## src/rtl/audio_pwm_out_pkg.sv

```systemverilog
// Shared constants and sample-format helper for the audio PWM output path.
// Samples arrive as signed two's complement and are played as offset binary.
package audio_pkg;
  localparam int SAMPLE_W = 16;
  localparam logic [SAMPLE_W-1:0] MIDSCALE = 16'h8000;
  localparam int SAMPLE_DIV_DEF = 909;
  localparam int PWM_W_DEF = 8;
  localparam int ADDR_W_DEF = 4;

  function automatic logic [SAMPLE_W-1:0] to_offset_binary(input logic [SAMPLE_W-1:0] s);
    return s ^ MIDSCALE;
  endfunction
endpackage

```

## src/rtl/audio_pwm_out_if.sv

```systemverilog
// Processor-side MMIO bus and board-side audio pins of the PWM output path.
// Writes are never stalled; a write to a full FIFO with no pop is dropped and flagged.
interface audio_pwm_out_if #(
  parameter int ADDR_W = audio_pkg::ADDR_W_DEF
) ();
  logic              wEn;
  logic [31:0]       dataIn;
  logic              enable;
  logic              clear_flags;
  logic              full;
  logic [ADDR_W:0]   level;
  logic              overflow;
  logic              underrun;
  logic              sample_tick;
  logic              AUD_PWM;
  logic              AUD_SD;

  modport master (
    output wEn, dataIn, enable, clear_flags,
    input  full, level, overflow, underrun, sample_tick, AUD_PWM, AUD_SD
  );

  modport slave (
    input  wEn, dataIn, enable, clear_flags,
    output full, level, overflow, underrun, sample_tick, AUD_PWM, AUD_SD
  );
endinterface

```

## src/rtl/audio_pwm_out_sync_fifo.sv

```systemverilog
// Single-clock FIFO with registered level/full/empty; push lands on the next edge.
// Caller must not push when full unless popping in the same cycle, and must not pop when empty.
module sync_fifo #(
  parameter int WIDTH  = 16,
  parameter int ADDR_W = 4
) (
  input  logic              clock,
  input  logic              reset,
  input  logic              i_push,
  input  logic [WIDTH-1:0]  i_din,
  input  logic              i_pop,
  output logic [WIDTH-1:0]  o_dout,
  output logic              o_full,
  output logic              o_empty,
  output logic [ADDR_W:0]   o_level
);
  localparam int DEPTH = 1 << ADDR_W;

  logic [WIDTH-1:0]  r_mem [DEPTH];
  logic [ADDR_W-1:0] r_wr_ptr;
  logic [ADDR_W-1:0] r_rd_ptr;
  logic [ADDR_W:0]   r_level;
  logic              r_full;
  logic              r_empty;
  logic [ADDR_W:0]   w_level_nxt;

  always_comb begin
    w_level_nxt = r_level;
    case ({i_push, i_pop})
      2'b10:   w_level_nxt = r_level + 1'b1;
      2'b01:   w_level_nxt = r_level - 1'b1;
      default: w_level_nxt = r_level;
    endcase
  end

  always_ff @(posedge clock) begin
    if (i_push) r_mem[r_wr_ptr] <= i_din;
  end

  always_ff @(posedge clock) begin
    if (reset) begin
      r_wr_ptr <= '0;
      r_rd_ptr <= '0;
      r_level  <= '0;
      r_full   <= 1'b0;
      r_empty  <= 1'b1;
    end else begin
      if (i_push) r_wr_ptr <= r_wr_ptr + 1'b1;
      if (i_pop)  r_rd_ptr <= r_rd_ptr + 1'b1;
      r_level <= w_level_nxt;
      r_full  <= (w_level_nxt == (ADDR_W+1)'(DEPTH));
      r_empty <= (w_level_nxt == '0);
    end
  end

  assign o_dout  = r_mem[r_rd_ptr];
  assign o_full  = r_full;
  assign o_empty = r_empty;
  assign o_level = r_level;
endmodule

```

## src/rtl/audio_pwm_out.sv

```systemverilog
// Sample-rate FIFO drain into a PWM carrier; write-to-audible is next tick, then next carrier wrap + 1 clock.
// No backpressure to the processor: overflow/underrun are reported through sticky flags.
module audio_pwm_out
  import audio_pkg::*;
#(
  parameter int SAMPLE_DIV = SAMPLE_DIV_DEF,
  parameter int PWM_W      = PWM_W_DEF,
  parameter int ADDR_W     = ADDR_W_DEF
) (
  input  logic        clock,
  input  logic        reset,
  audio_pwm_out_if.slave bus
);
  localparam int DIV_W = (SAMPLE_DIV > 1) ? $clog2(SAMPLE_DIV) : 1;

  logic [DIV_W-1:0]    r_div_cnt;
  logic [PWM_W-1:0]    r_pwm_cnt;
  logic [PWM_W-1:0]    r_duty;
  logic [SAMPLE_W-1:0] r_cur_sample;
  logic                r_sample_tick;
  logic                r_overflow;
  logic                r_underrun;
  logic                r_pwm;
  logic                r_sd;

  logic [SAMPLE_W-1:0] w_fifo_dout;
  logic                w_fifo_full;
  logic                w_fifo_empty;
  logic [ADDR_W:0]     w_fifo_level;
  logic                w_tick;
  logic                w_pop;
  logic                w_push;
  logic                w_unused_hi;

  // A tick consumes only while playing, so a pause never skips a queued sample.
  assign w_tick      = r_sample_tick & bus.enable;
  assign w_pop       = w_tick & ~w_fifo_empty;
  assign w_push      = bus.wEn & (~w_fifo_full | w_pop);
  assign w_unused_hi = ^bus.dataIn[31:16];

  sync_fifo #(
    .WIDTH  (SAMPLE_W),
    .ADDR_W (ADDR_W)
  ) u_fifo (
    .clock   (clock),
    .reset   (reset),
    .i_push  (w_push),
    .i_din   (bus.dataIn[SAMPLE_W-1:0]),
    .i_pop   (w_pop),
    .o_dout  (w_fifo_dout),
    .o_full  (w_fifo_full),
    .o_empty (w_fifo_empty),
    .o_level (w_fifo_level)
  );

  always_ff @(posedge clock) begin
    if (reset) begin
      r_div_cnt     <= '0;
      r_pwm_cnt     <= '0;
      r_duty        <= PWM_W'(1 << (PWM_W-1));
      r_cur_sample  <= MIDSCALE;
      r_sample_tick <= 1'b0;
      r_overflow    <= 1'b0;
      r_underrun    <= 1'b0;
      r_pwm         <= 1'b0;
      r_sd          <= 1'b0;
    end else begin
      r_sample_tick <= 1'b0;
      if (bus.enable) begin
        if (r_div_cnt == DIV_W'(SAMPLE_DIV-1)) begin
          r_div_cnt     <= '0;
          r_sample_tick <= 1'b1;
        end else begin
          r_div_cnt <= r_div_cnt + 1'b1;
        end
      end else begin
        r_div_cnt <= '0;
      end

      if (w_tick) r_cur_sample <= w_pop ? to_offset_binary(w_fifo_dout) : MIDSCALE;

      r_pwm_cnt <= bus.enable ? r_pwm_cnt + 1'b1 : '0;
      // Duty only changes at the carrier wrap so a period is never cut short.
      if (bus.enable && (&r_pwm_cnt)) r_duty <= r_cur_sample[SAMPLE_W-1 -: PWM_W];
      r_pwm <= bus.enable && (r_pwm_cnt < r_duty);
      r_sd  <= bus.enable;

      if (bus.wEn && w_fifo_full && !w_pop) r_overflow <= 1'b1;
      else if (bus.clear_flags)             r_overflow <= 1'b0;

      if (w_tick && w_fifo_empty)  r_underrun <= 1'b1;
      else if (bus.clear_flags)    r_underrun <= 1'b0;
    end
  end

  assign bus.full        = w_fifo_full;
  assign bus.level       = w_fifo_level;
  assign bus.overflow    = r_overflow;
  assign bus.underrun    = r_underrun;
  assign bus.sample_tick = r_sample_tick;
  assign bus.AUD_PWM     = r_pwm;
  assign bus.AUD_SD      = r_sd;
endmodule
```

## src/flat_wrapper.sv

```systemverilog
// flat-port wrapper written by rule: the top's interface ports become plain ports
module audio_pwm_out_flat import audio_pkg::*;
#(
  parameter int SAMPLE_DIV = SAMPLE_DIV_DEF,
  parameter int PWM_W      = PWM_W_DEF,
  parameter int ADDR_W     = ADDR_W_DEF
)
  (clock, reset, bus_wEn, bus_dataIn, bus_enable, bus_clear_flags, bus_full, bus_level, bus_overflow, bus_underrun, bus_sample_tick, bus_AUD_PWM, bus_AUD_SD);
  audio_pwm_out_if #(.ADDR_W(ADDR_W)) bus_i ();
  input  logic clock;
  input  logic reset;
  input wire logic [$bits(bus_i.wEn)-1:0] bus_wEn;
  input wire logic [$bits(bus_i.dataIn)-1:0] bus_dataIn;
  input wire logic [$bits(bus_i.enable)-1:0] bus_enable;
  input wire logic [$bits(bus_i.clear_flags)-1:0] bus_clear_flags;
  output wire logic [$bits(bus_i.full)-1:0] bus_full;
  output wire logic [$bits(bus_i.level)-1:0] bus_level;
  output wire logic [$bits(bus_i.overflow)-1:0] bus_overflow;
  output wire logic [$bits(bus_i.underrun)-1:0] bus_underrun;
  output wire logic [$bits(bus_i.sample_tick)-1:0] bus_sample_tick;
  output wire logic [$bits(bus_i.AUD_PWM)-1:0] bus_AUD_PWM;
  output wire logic [$bits(bus_i.AUD_SD)-1:0] bus_AUD_SD;
  assign bus_i.wEn = bus_wEn;
  assign bus_i.dataIn = bus_dataIn;
  assign bus_i.enable = bus_enable;
  assign bus_i.clear_flags = bus_clear_flags;
  assign bus_full = bus_i.full;
  assign bus_level = bus_i.level;
  assign bus_overflow = bus_i.overflow;
  assign bus_underrun = bus_i.underrun;
  assign bus_sample_tick = bus_i.sample_tick;
  assign bus_AUD_PWM = bus_i.AUD_PWM;
  assign bus_AUD_SD = bus_i.AUD_SD;
  audio_pwm_out #(.SAMPLE_DIV(SAMPLE_DIV), .PWM_W(PWM_W), .ADDR_W(ADDR_W)) u_core (.clock(clock), .reset(reset), .bus(bus_i));
endmodule
```

## config.mk

```make
export PLATFORM = sky130hd
export DESIGN_NAME = audio_pwm_out_flat
export DESIGN_NICKNAME = d
export VERILOG_FILES = /design/src/rtl/audio_pwm_out_pkg.sv /design/src/rtl/audio_pwm_out_if.sv /design/src/rtl/audio_pwm_out_sync_fifo.sv /design/src/rtl/audio_pwm_out.sv /design/src/flat_wrapper.sv
export SDC_FILE = /design/constraint.sdc
export NUM_CORES = 1
export LEC_CHECK = 0
export ABC_CLOCK_PERIOD_IN_PS = 10050
export CORE_UTILIZATION = 40
export DETAILED_ROUTE_END_ITERATION = 12
export MAX_ROUTING_LAYER = met4
export PLACE_DENSITY = 0.54
export SLEW_MARGIN = 25
export SYNTH_ARGS = -nofsm -noshare
export SYNTH_HDL_FRONTEND = slang
export SYNTH_HIERARCHICAL = 1
export SYNTH_SLANG_ARGS = --single-unit
```

## constraint.sdc

```tcl
create_clock -name clock -period 10.05 [get_ports clock]
set_input_delay 2.5125 -clock clock [delete_from_list [all_inputs] [get_ports clock]]
set_output_delay 2.5125 -clock clock [all_outputs]
set_load 0.1 [all_outputs]
```

======== Word level (Yosys, flattened, before mapping) ========
Memory sizes are Yosys's and may differ from the RTL's. A register that Yosys moved wholly into a read port is not among the register bits.
Cells that the tools add are included.
cells by class
  magnitude comparators ................... 1
  mux-type cells .......................... 10
  reduce and logical (&&, ||, !) cells .... 12
  add/sub/neg operators ................... 6
  bitwise logic cells ..................... 8
  equal/unequal tests ..................... 4
operators with widths
  cell                   number
  $mux 16                1
  $add 10x1->10 const B  1
  $eq 10x10->1 const B   1
  $pmux 5 s2             1
  $add 4x1->4 const B    2
  $add 8x1->8 const B    1
  $lt 8x8->1             1
  $mux 4                 2
  $reduce_and 8->1       1
  $mux 1                 6
  $add 5x1->5 const B    1
  $eq 5x5->1 const B     1
  $logic_and 1x1->1      5
  $logic_not 5->1        1
  $sub 5x1->5 const B    1
  $not 1->1              4
  $reduce_bool 2->1      2
  $and 1x1->1            3
  $reduce_or 3->1        1
  $eq 2x1->1 const B     1
  $eq 2x2->1 const B     1
  $reduce_or 2->1        1
  $logic_not 1->1        1
  $or 1x1->1             1
storage, ports and cells
  input port bits ......................... 37
  memory bits (writable) .................. 256
  word-level logic and storage cells ...... 56
  memories ................................ 1
  register bits ........................... 62
  output and inout bits ................... 11
memory list
  name                 words  width  read ports  clocked after Yosys merged registers in  write ports  RTL line                       RTL
  u_core.u_fifo.r_mem  16     16     1           1                                        1            audio_pwm_out_sync_fifo.sv:19  logic [WIDTH-1:0] r_mem [DEPTH];

======== Depth between registers and ports, before layout ========
Gate-level depths: netlist of the first run.
  depth after elaboration ................. 7
  mapped depth ............................ 13
  mapped depth without buffers ............ 12

======== Hierarchy ========
The synthesis of the first run kept the hierarchy.
by module, submodules not included
  module         area each (um^2)  times used  cells an instance  seq. area each (um^2)
  sync_fifo      10,766.6          1           467                8,067.7
  audio_pwm_out  1,696.6           1           190                780.7

======== Worst setup path after synthesis of the first run ========
No wires, ideal clock.
  kind .................................... input-to-reg
  from .................................... input bus_enable
  to ...................................... register u_core.u_fifo.r_empty (netlist: u_core/u_fifo/o_empty)
  path buffers ............................ 1
  cell stages on the path ................. 13
  required time ........................... 9.934 ns
  setup slack ............................. 4.983 ns
  arrival ................................. 4.950 ns
  library setup time ...................... 0.116 ns
  cell sequence ........................... nand2_1 -> o21ai_0 -> and2_1 -> clkbuf_1 -> inv_1 -> ha_1 -> xor2_1 -> ha_1 -> mux2_2 -> o21ai_0 -> nand3_1 -> xor2_1 -> a31o_2
between the ends
  cells in the longest elaborated chain, start to end .. 7
  elaborated cells between the ends (all ways) .. 8
  those cells by class .................... eq/ne (2); mux (1); bitwise (4); reduce/logical (1)
RTL lines
  item                                      RTL line                       RTL
  start: declaration                        flat_wrapper.sv:14             input wire logic [$bits(bus_i.enable)-1:0] bus_enable;
  $and 1x1->1 *                             audio_pwm_out.sv:36            assign w_tick = r_sample_tick & bus.enable;
  $and 1x1->1 *                             audio_pwm_out.sv:37            assign w_pop = w_tick & ~w_fifo_empty;
  $or 1x1->1 *                              audio_pwm_out.sv:38            assign w_push = bus.wEn & (~w_fifo_full | w_pop);
  $and 1x1->1 *                             audio_pwm_out.sv:38
  via u_core.w_push                         audio_pwm_out.sv:32            logic w_push;
  $eq 2x1->1 or $eq 2x2->1 (tied branches)  audio_pwm_out_sync_fifo.sv:29  case ({i_push, i_pop})
  $pmux 5 s2 *                              audio_pwm_out_sync_fifo.sv:29
  $logic_not 5->1 *                         audio_pwm_out_sync_fifo.sv:52  r_empty <= (w_level_nxt == '0);
  end signal: assignment                    audio_pwm_out_sync_fifo.sv:52
  end: declaration                          audio_pwm_out_sync_fifo.sv:24  logic r_empty;
Mark *: on every way through the listed nets, which the timed path passes. The rest lies on a longest branch.
A chain may end at the register's enable or synchronous reset.

======== Worst setup path after layout of the first run ========
  from .................................... input bus_enable
  to ...................................... register u_core.u_fifo.r_full (netlist: u_core/u_fifo/o_full)
between the ends
  cells in the longest elaborated chain, start to end .. 7
  elaborated cells between the ends (all ways) .. 8
  those cells by class .................... eq/ne (3); mux (1); bitwise (4)
RTL lines
  item                                      RTL line                       RTL
  $and 1x1->1 *                             audio_pwm_out.sv:36
  $and 1x1->1 *                             audio_pwm_out.sv:37
  $or 1x1->1 *                              audio_pwm_out.sv:38
  $and 1x1->1 *                             audio_pwm_out.sv:38
  via u_core.w_push                         audio_pwm_out.sv:32
  $eq 2x1->1 or $eq 2x2->1 (tied branches)  audio_pwm_out_sync_fifo.sv:29
  $pmux 5 s2 *                              audio_pwm_out_sync_fifo.sv:29
  $eq 5x5->1 *                              audio_pwm_out_sync_fifo.sv:51  r_full <= (w_level_nxt == (ADDR_W+1)'(DEPTH));
  end signal: assignment                    audio_pwm_out_sync_fifo.sv:51
  end: declaration                          audio_pwm_out_sync_fifo.sv:23  logic r_full;
Marked as above.

==> results.sh, run 1 <==
export IMPL_die_area_um2=19700
export IMPL_path_cells="clkdlybuf4s50_1, nand2_1, o21ai_0, and2_1, inv_1, ha_1, xor2_1, ha_1, mux2_2, o21ai_0, nand3_1, xor2_1, nor4bb_1"
export IMPL_ys_warn_count=6
export IMPL_hpwlAfterDp_um=8980
export IMPL_gr_total_overflow=0
export IMPL_ant_nets=0
export IMPL_first_pass_iters=4
export IMPL_io_pins=48
export IMPL_routed_wl_um=13300
export IMPL_finalPower_mw=1.58
export IMPL_gp_congestion=0.772
export IMPL_synthCells=489
export IMPL_grt_max_degree=37
export IMPL_relSlewSlack_pct=33.9
export IMPL_die_w_um=140
export IMPL_wl_per_cell_um=17.6
export IMPL_htree_levels=4
export IMPL_avgViaCountPerCell=5.21
export IMPL_end_kind="flop"
export IMPL_num_rows=50
export IMPL_path_delay_family="simple AND/OR/NAND/NOR gates"
export IMPL_core_area_um2=18700
export IMPL_fin_crit_sh_pct=57.2
export IMPL_worst_slew_pin_transition_ns=0.988
export IMPL_dieHeight_um=140
export IMPL_syn_nets=544
export IMPL_clk_latency_ns=0.43
export IMPL_vias=3934
export IMPL_final_layout_size_suffix_gt1_share_pct=12.5
export IMPL_fin_crit_ns=5.75
export IMPL_status="finished clean"
export IMPL_worst_ep_arrival_time_ns=6.08
export IMPL_cap_violations=0
export IMPL_cts_root_buffer="clkbuf_16"
export IMPL_postCtsSetupRepairBufs=0
export IMPL_numCtsBuffers=17
export IMPL_netlist_area_um2=7650
export IMPL_ir_worst_vdd_v=0.000145
export IMPL_drc_errors=0
export IMPL_fin_setup_tns_ns=0
export IMPL_io_buffers=23
export IMPL_crit_required_ns=10.38
export IMPL_cp_start_kind="primary input"
export IMPL_synthToLayoutAreaGrowth_pct=13.1
export IMPL_p_leak_nw=2.85
export IMPL_cp_slowest_cell="clkdlybuf4s50_1"
export IMPL_power_density_nw_per_um2=182
export IMPL_hold_viol_final=0
export IMPL_start_util_pct=40.9
export IMPL_final_cell_mix="edfxtp_1, dfxtp_1, nor2_1"
export IMPL_antenna_cells=0
export IMPL_rsz0062_at_grt="false"
export IMPL_cts_sinks=186
export IMPL_critPathMaxStageDelay_ns=0.59
export IMPL_clock_fmax_mhz=174
export IMPL_skew_ns=0.0144
export IMPL_setup_violations=0
export IMPL_path_class="primary input to flop"
export IMPL_clockBufferDepth=2
export IMPL_syn_avg_cell_area_um2=15.6
export IMPL_clk_pin_slew_ns=0.07
export IMPL_final_common_cell="edfxtp_1"
export IMPL_hold_class="flop to flop"
export IMPL_ctsResizeCount=0
export IMPL_grt_antenna_before_repair=0
export IMPL_fin_nets=563
export IMPL_grt_pass1_vias=3998
export IMPL_first_iter_violations=256
export IMPL_slew_violations=0
export IMPL_cp_max_fo=18
export IMPL_grt_first_pass_wirelength_um=21600
export IMPL_crit_buf_inv=2
export IMPL_grt_util_all_layers_pct=15.1
export IMPL_cts_tree="built"
export IMPL_ctsHoldBuffers=0
sequential cells by signal, summed over array words and instances (netlist names), named ones only:
name	flops
u_core/bus.AUD_SD	1
u_core/u_fifo/r_wr_ptr	4
u_core/u_fifo/o_empty	1
u_core/r_duty	8
u_core/bus.sample_tick	1
u_core/r_pwm_cnt	8
u_core/bus.overflow	1
u_core/r_cur_sample	8
u_core/u_fifo/o_level	5
u_core/u_fifo/r_mem	128
u_core/r_div_cnt	10
u_core/bus.AUD_PWM	1
u_core/bus.underrun	1
u_core/u_fifo/r_rd_ptr	4
u_core/u_fifo/o_full	1
metal layers:
| layer | up-vias | wire [um] | global-route usage (%) |
|---|---|---|---|
| li1 | 1900 | - | - |
| met1 | 1979 | 6290 | 19.3 |
| met2 | 47 | 6450 | 23.9 |
| met3 | 8 | 408 | 3.62 |
| met4 | 0 | 136 | 4.86 |
| met5 | - | 0 | - |
metrics by stage:
stage               std cells  area, um^2  setup WS (ns)  hold slack [ns]  util [%]
floorplan                 489        7650           4.98            0.425         -
global placement          723        8030           3.95            0.440      42.9
detailed placement        723        8030           3.88            0.449      42.9
CTS                       755        8650           4.34            0.461      46.2
global route              755        8650           3.99            0.478      46.2
finish                    755        8650           4.30            0.459      46.2
path summary, 6_finish.rpt:
path                                              from                         endpoint  slack, ns  depth (start not counted)
setup / recovery                            bus_enable  u_core/u_fifo/o_full$_SDFF_PP0_       4.30                         13
hold / removal    u_core/r_cur_sample[11]$_SDFFE_PP0N_    u_core/r_duty[3]$_SDFFE_PP0P_       0.46                          2
setup reg to reg     u_core/bus.sample_tick$_SDFF_PP0_  u_core/u_fifo/o_full$_SDFF_PP0_       6.57                         12
hold reg to reg   u_core/r_cur_sample[11]$_SDFFE_PP0N_    u_core/r_duty[3]$_SDFFE_PP0P_       0.46                          2
area by class of cell:
cell class                      count  area (um^2)
Multi-Input combinational cell    263         2420
Fill cell                        1629        10100
Clock inverter                     15          199
Timing Repair Buffer               25          245
Clock buffer                       17          425
Tap cell                          234          293
Sequential cell                   186         5010
Inverter                           15         56.3
where the power goes:
group          internal (mW)  switching [mW]  leakage, nW
clock network          0.382           0.308        0.300
logic                 0.0193          0.0342        0.924
registers              0.827         0.00674         1.63
total                   1.23           0.349         2.85
tightest hold or removal path: stages, from the launching register on:
cell,delay [ns]
dfxtp_1,0.31
nand2_1,0.05
a21oi_1,0.05
Note: power is estimated with default switching activity, not from simulation.
==> run 2, diff against run 1 <==
--- a/config.mk
+++ b/config.mk
@@ -5,7 +5,7 @@
 export SDC_FILE = /design/constraint.sdc
 export NUM_CORES = 1
 export LEC_CHECK = 0
-export ABC_CLOCK_PERIOD_IN_PS = 10050
+export ABC_CLOCK_PERIOD_IN_PS = 5600
 export CORE_UTILIZATION = 40
 export DETAILED_ROUTE_END_ITERATION = 12
 export MAX_ROUTING_LAYER = met4
==> constraint.sdc (replaced) <==
create_clock -name clock -period 5.6 [get_ports clock]
set_input_delay 1.4 -clock clock [delete_from_list [all_inputs] [get_ports clock]]
set_output_delay 1.4 -clock clock [all_outputs]
set_load 0.1 [all_outputs]
==> run 2 against run 1 <==
Compared with the run above: cell area fell by 0.64%; utilization fell by 0.29 points; combinational power rose by 78%; critical path type unchanged; sequential power rose by 80%; largest power group unchanged; sequential share of layout area rose by 0.37 points; power rose by 74%.
==> results.sh, run 2 (synthesis results as in run 1) <==
export IMPL_path_cells="clkdlybuf4s50_1, nand2_1, buf_4, o21ai_0, and2_1, inv_1, ha_1, xor2_1, ha_1, mux2_2, o21ai_0, nand3_1, xor2_1, nor4bb_1"
export IMPL_start_util_pct=40.9
export IMPL_worst_ep_arrival_time_ns=4.73
export IMPL_switchingPower_mw=0.596
export IMPL_p_leak_nw=2.83
export IMPL_nFillCells=1645
export IMPL_crit_buf_inv=3
export IMPL_setup_violations=0
export IMPL_regMostFlops="u_core/u_fifo/r_mem"
export IMPL_gr_total_overflow=0
export IMPL_cp_start_kind="primary input"
export IMPL_path_delay_family="buffers and inverters"
export IMPL_grt_pass1_vias=4034
export IMPL_postCtsSetupRepairBufs=0
export IMPL_synthToLayoutAreaGrowth_pct=12.4
export IMPL_grt_max_degree=37
export IMPL_combPwrFrac_pct=3.5
export IMPL_p_int_mw=2.14
export IMPL_cts_root_buffer="clkbuf_16"
export IMPL_rsz0062_at_grt="false"
export IMPL_hold_viol_final=0
export IMPL_regArea_um2=5010
export IMPL_grt_util_all_layers_pct=15.2
export IMPL_worst_slew_pin_transition_ns=0.980
export IMPL_clk_pin_slew_ns=0.07
export IMPL_clock_fmax_mhz=228
export IMPL_cp_max_fo=18
export IMPL_num_rows=50
export IMPL_skew_ns=0.0131
export IMPL_die_w_um=140
export IMPL_die_area_um2=19700
export IMPL_power_clock_fraction_pct=41.9
export IMPL_largest_reg_flops=128
export IMPL_avgViaCountPerCell=5.20
export IMPL_numCtsBuffers=17
export IMPL_crit_required_ns=5.93
export IMPL_fin_setup_tns_ns=0
export IMPL_drc_errors=0
export IMPL_final_common_cell="edfxtp_1"
export IMPL_routed_wl_um=13200
export IMPL_final_cell_mix="edfxtp_1, dfxtp_1, nor2_1"
export IMPL_end_kind="flop"
export IMPL_switching_share_pct=21.8
export IMPL_status="finished clean"
export IMPL_critPathMaxStageDelay_ns=0.57
export IMPL_multi_input_area_um2=2420
export IMPL_first_pass_iters=5
export IMPL_fin_nets=564
export IMPL_grt_first_pass_wirelength_um=21700
export IMPL_io_buffers=23
export IMPL_cts_tree="built"
export IMPL_final_layout_size_suffix_gt1_share_pct=12.1
export IMPL_hold_class="flop to flop"
export IMPL_ctsResizeCount=0
export IMPL_ctsHoldBuffers=0
export IMPL_core_area_um2=18700
export IMPL_htree_levels=4
export IMPL_io_pins=48
export IMPL_clockBufferDepth=2
export IMPL_ir_worst_vdd_v=0.000185
export IMPL_cts_sinks=186
export IMPL_first_iter_violations=246
export IMPL_fin_crit_sh_pct=78.5
export IMPL_place_inst=724
export IMPL_power_share_sequential_pct=54.7
export IMPL_ant_nets=0
export IMPL_cp_slowest_cell="clkdlybuf4s50_1"
export IMPL_gp_congestion=0.766
export IMPL_wl_per_cell_um=17.5
export IMPL_antenna_cells=0
export IMPL_top_regs="u_core/u_fifo/r_mem x128, u_core/r_div_cnt x10"
export IMPL_path_class="primary input to flop"
export IMPL_slew_violations=0
export IMPL_grt_antenna_before_repair=0
export IMPL_power_density_nw_per_um2=318
export IMPL_fin_crit_ns=4.39
export IMPL_vias=3933
export IMPL_cap_violations=0
export IMPL_clk_latency_ns=0.43
export IMPL_hpwlAfterDp_um=8880
export IMPL_finalNonFillerCells=756
export IMPL_dieHeight_um=140
export IMPL_relSlewSlack_pct=34.4
==> run 2: cell count changes in the layout (fill, tap and decap cells not counted) <==
cell / before / now
clkbuf_1: 0 / 1
inv_8: 5 / 2
inv_6: 3 / 5
bufinv_16: 2 / 1
clkinv_1: 0 / 2
buf_4: 2 / 3
clkinv_8: 2 / 0
clkinv_2: 0 / 1
==> run 2: power by group through the flow <==
stage | Clock [mW] | Combinational [mW] | Sequential [mW]
finish | 1.15 | 0.0956 | 1.50
global route | 1.23 | 0.106 | 1.50
CTS | 1.18 | 0.0979 | 1.50
detailed placement | 0 | 0.0975 | 1.53
global placement | 0 | 0.0942 | 1.53
floorplan | 0 | 0.0431 | 1.54
==> run 2: cell type report <==
class / instances / share of cell area [%]
inverter: 15 / 0.655
multi-input combinational: 263 / 28.2
tap: 234 / 3.41
sequential: 186 / 58.3
timing repair buffer: 26 / 2.94
clock buffer: 18 / 4.99
clock inverter: 14 / 1.54
==> run 2: worst paths after layout <==
path	depth (start not counted)	to	startpoint	slack (ns)
hold / removal	2	u_core/r_duty[6]$_SDFFE_PP0P_	u_core/r_cur_sample[14]$_SDFFE_PP0N_	0.45
hold reg to reg	2	u_core/r_duty[6]$_SDFFE_PP0P_	u_core/r_cur_sample[14]$_SDFFE_PP0N_	0.45
setup / recovery	14	u_core/u_fifo/o_full$_SDFF_PP0_	bus_enable	1.21
setup reg to reg	13	u_core/u_fifo/o_full$_SDFF_PP0_	u_core/bus.sample_tick$_SDFF_PP0_	2.35
==> run 2: routing by layer <==
metal / vias up / global-route usage (%) / share of wire, %
met1: 1953 / 19.2 / 46
met3: 11 / 3.97 / 3.7
met4: 0 / 4.86 / 1.2
met2: 71 / 23.9 / 49
met5: - / - / 0
li1: 1898 / - / -
==> run 2: worst register-to-register path, delay by kind of cell, from the launching register on <==
kind                       cells  cell delay [ns]
AOI/OAI and AO/OA              2             0.33
xor gates and xnor gates       2             0.36
adders and majority gates      2             0.53
muxes                          1             0.34
buffers and inverters          2             0.37
DFF                            1             0.42
and+or+nand+nor                4             0.82
==> run 2: per-stage QoR <==
stage	power (mW)	utilization (%)	hold slack, ns	area, um^2	setup WS, ns
floorplan	1.58	-	0.425	7650	1.65
global placement	1.62	42.9	0.440	8030	0.881
detailed placement	1.62	42.9	0.447	8030	0.821
CTS	2.77	46.0	0.455	8600	1.26
global route	2.83	46.0	0.477	8600	0.898
finish	2.74	46.0	0.455	8600	1.21
==> run 3, diff against run 2 <==
--- a/config.mk
+++ b/config.mk
@@ -5,7 +5,7 @@
 export SDC_FILE = /design/constraint.sdc
 export NUM_CORES = 1
 export LEC_CHECK = 0
-export ABC_CLOCK_PERIOD_IN_PS = 5600
+export ABC_CLOCK_PERIOD_IN_PS = 4300
 export CORE_UTILIZATION = 40
 export DETAILED_ROUTE_END_ITERATION = 12
 export MAX_ROUTING_LAYER = met4
==> constraint.sdc (replaced) <==
create_clock -name clock -period 4.3 [get_ports clock]
set_input_delay 1.075 -clock clock [delete_from_list [all_inputs] [get_ports clock]]
set_output_delay 1.075 -clock clock [all_outputs]
set_load 0.1 [all_outputs]
==> run 3 against run 2 <==
Compared with the run above: flip-flop and latch count is the same; global-route usage down 0.30 points; cell area rose by 0.39%; clock-buffer cell count decreased by 1; largest power group unchanged; clock power rose by 32%.
==> results.sh, run 3 (synthesis results as in run 1) <==
export IMPL_end_kind="flop"
export IMPL_final_common_cell="edfxtp_1"
export IMPL_setup_violations=0
export IMPL_rsz0062_at_grt="false"
export IMPL_relSlewSlack_pct=34.6
export IMPL_vias=3912
export IMPL_skew_ns=0.00751
export IMPL_worst_ep_arrival_time_ns=3.93
export IMPL_grt_first_pass_wirelength_um=21000
export IMPL_wl_per_cell_um=17.4
export IMPL_hold_slack_ns=0.456
export IMPL_path_cells="clkdlybuf4s50_1, nand2_1, o21ai_0, and2_1, inv_1, ha_1, xor2_1, ha_1, mux2_2, o21ai_0, nand3_1, xor2_1, nor4bb_1"
export IMPL_cp_slowest_cell="clkdlybuf4s50_1"
export IMPL_cap_violations=0
export IMPL_nFillCells=1633
export IMPL_postCtsSetupRepairBufs=0
export IMPL_ff2ff_setup_slack_ns=1.35
export IMPL_numCtsBuffers=17
export IMPL_crit_buf_inv=2
export IMPL_hpwlAfterDp_um=8920
export IMPL_ir_worst_vdd_v=0.000292
export IMPL_fin_crit_ns=3.61
export IMPL_hold_viol_final=0
export IMPL_start_util_pct=40.9
export IMPL_die_area_um2=19700
export IMPL_final_layout_size_suffix_gt1_share_pct=12.8
export IMPL_clockBufferDepth=2
export IMPL_gp_congestion=0.786
export IMPL_grt_pass1_vias=3900
export IMPL_crit_required_ns=4.62
export IMPL_first_iter_violations=269
export IMPL_busiest_layer="met2"
export IMPL_top_regs="u_core/u_fifo/r_mem x128, u_core/r_div_cnt x10"
export IMPL_whs_path_depth=2
export IMPL_regMostFlops="u_core/u_fifo/r_mem"
export IMPL_cp_start_kind="primary input"
export IMPL_fin_area_um2=8630
export IMPL_worst_slew_pin_transition_ns=0.978
export IMPL_clk_pin_slew_ns=0.07
export IMPL_use_met2_pct=23.9
export IMPL_status="finished clean"
export IMPL_rr_worst_depth=11
export IMPL_first_pass_iters=4
export IMPL_placed_area_um2=8050
export IMPL_slew_violations=0
export IMPL_clock_fmax_mhz=277
export IMPL_synthToLayoutAreaGrowth_pct=12.8
export IMPL_routed_wl_um=13200
export IMPL_critPathMaxStageDelay_ns=0.57
export IMPL_grt_use_met1_pct=18.6
export IMPL_num_rows=50
export IMPL_ant_nets=0
export IMPL_cp_max_fo=7
export IMPL_cts_sinks=186
export IMPL_regToRegEndpoint="u_core/u_fifo/o_full$_SDFF_PP0_"
export IMPL_hold_class="flop to flop"
export IMPL_gr_total_overflow=0
export IMPL_largest_reg_flops=128
export IMPL_hold_path_endpoint="u_core/r_duty[5]$_SDFFE_PP0P_"
export IMPL_power_density_nw_per_um2=416
export IMPL_hp_start="u_core/r_cur_sample[13]$_SDFFE_PP0N_"
export IMPL_clk_latency_ns=0.42
export IMPL_die_w_um=140
export IMPL_antenna_cells=0
export IMPL_path_delay_family="simple AND/OR/NAND/NOR gates"
export IMPL_dieHeight_um=140
export IMPL_cts_root_buffer="clkbuf_16"
export IMPL_fin_nets=566
export IMPL_grt_max_degree=37
export IMPL_ctsResizeCount=0
export IMPL_drc_errors=0
export IMPL_io_pins=48
export IMPL_path_class="primary input to flop"
export IMPL_avgViaCountPerCell=5.16
export IMPL_cts_tree="built"
export IMPL_fin_crit_sh_pct=83.9
export IMPL_io_buffers=23
export IMPL_fin_setup_tns_ns=0
export IMPL_grt_util_all_layers_pct=14.9
export IMPL_p_leak_nw=2.85
export IMPL_ctsHoldBuffers=0
export IMPL_r2r_start="u_core/u_fifo/o_empty$_SDFF_PP1_"
export IMPL_htree_levels=4
export IMPL_grt_antenna_before_repair=0
export IMPL_core_area_um2=18700
export IMPL_use_met3_pct=3.83
export IMPL_final_cell_mix="edfxtp_1, dfxtp_1, nor2_1"
## run 3: changes by cell type in the layout (fill, tap and decap cells not counted)
cell,delta
buf_4,+2
clkinvlp_4,-1
clkbuf_1,-1
clkinv_4,+1
clkinv_1,-1
clkinv_8,+1
inv_6,+1
## run 3: area by class of cell
class | count | area (um^2) | share of cell area (%)
repair buffers | 28 | 268 | 3.10
multi-input cells | 263 | 2420 | 28.1
clock buffers | 17 | 425 | 4.93
inverters | 15 | 56.3 | 0.652
clock inverters | 15 | 155 | 1.80
well taps | 234 | 293 | 3.39
flip-flops and latches | 186 | 5010 | 58.0
## run 3: per-layer routing
metal | vias up | wire (um)
met4 | 0 | 73
met3 | 4 | 348
met2 | 41 | 6480
met1 | 1955 | 6280
li1 | 1912 | -
met5 | - | 0
## run 3: power by group
group / internal (mW) / switching [mW]
clock network: 0.821 / 0.695
logic: 0.0457 / 0.0803
registers: 1.93 / 0.0153
## run 3: worst max path at each step
| stage | startpoint | endpoint | slack [ns] | depth (start not counted) |
|---|---|---|---|---|
| 2_1_floorplan | u_core/bus.sample_tick$_SDFF_PP0_ | u_core/u_fifo/o_empty$_SDFF_PP1_ | 0.58 | 13 |
| 4_1_cts | bus_enable | u_core/u_fifo/o_full$_SDFF_PP0_ | 0.69 | 13 |
| 3_3_place_gp | bus_enable | u_core/u_fifo/o_full$_SDFF_PP0_ | 0.35 | 13 |
| 3_5_place_dp | bus_enable | u_core/u_fifo/o_full$_SDFF_PP0_ | 0.24 | 13 |
| 5_1_grt | bus_enable | u_core/u_fifo/o_full$_SDFF_PP0_ | 0.40 | 13 |
| 6_report | bus_enable | u_core/u_fifo/o_full$_SDFF_PP0_ | 0.69 | 13 |
## run 3: per-stage QoR
step                util [%]  setup slack [ns]  total power, mW  std cells
floorplan                  -             0.576             2.06        489
global placement        43.0             0.351             2.11        726
detailed placement      43.0             0.245             2.12        726
CTS                     46.1             0.685             3.64        758
global route            46.1             0.398             3.72        758
finish                  46.1             0.693             3.59        758
## run 3: worst register-to-register path, cell delays in order (launching register included)
cell,delay (ns)
dfxtp_1,0.61
o21ai_0,0.16
and2_1,0.19
inv_1,0.14
ha_1,0.30
xor2_1,0.17
ha_1,0.21
mux2_2,0.34
o21ai_0,0.14
nand3_1,0.11
xor2_1,0.18
nor4bb_1,0.29
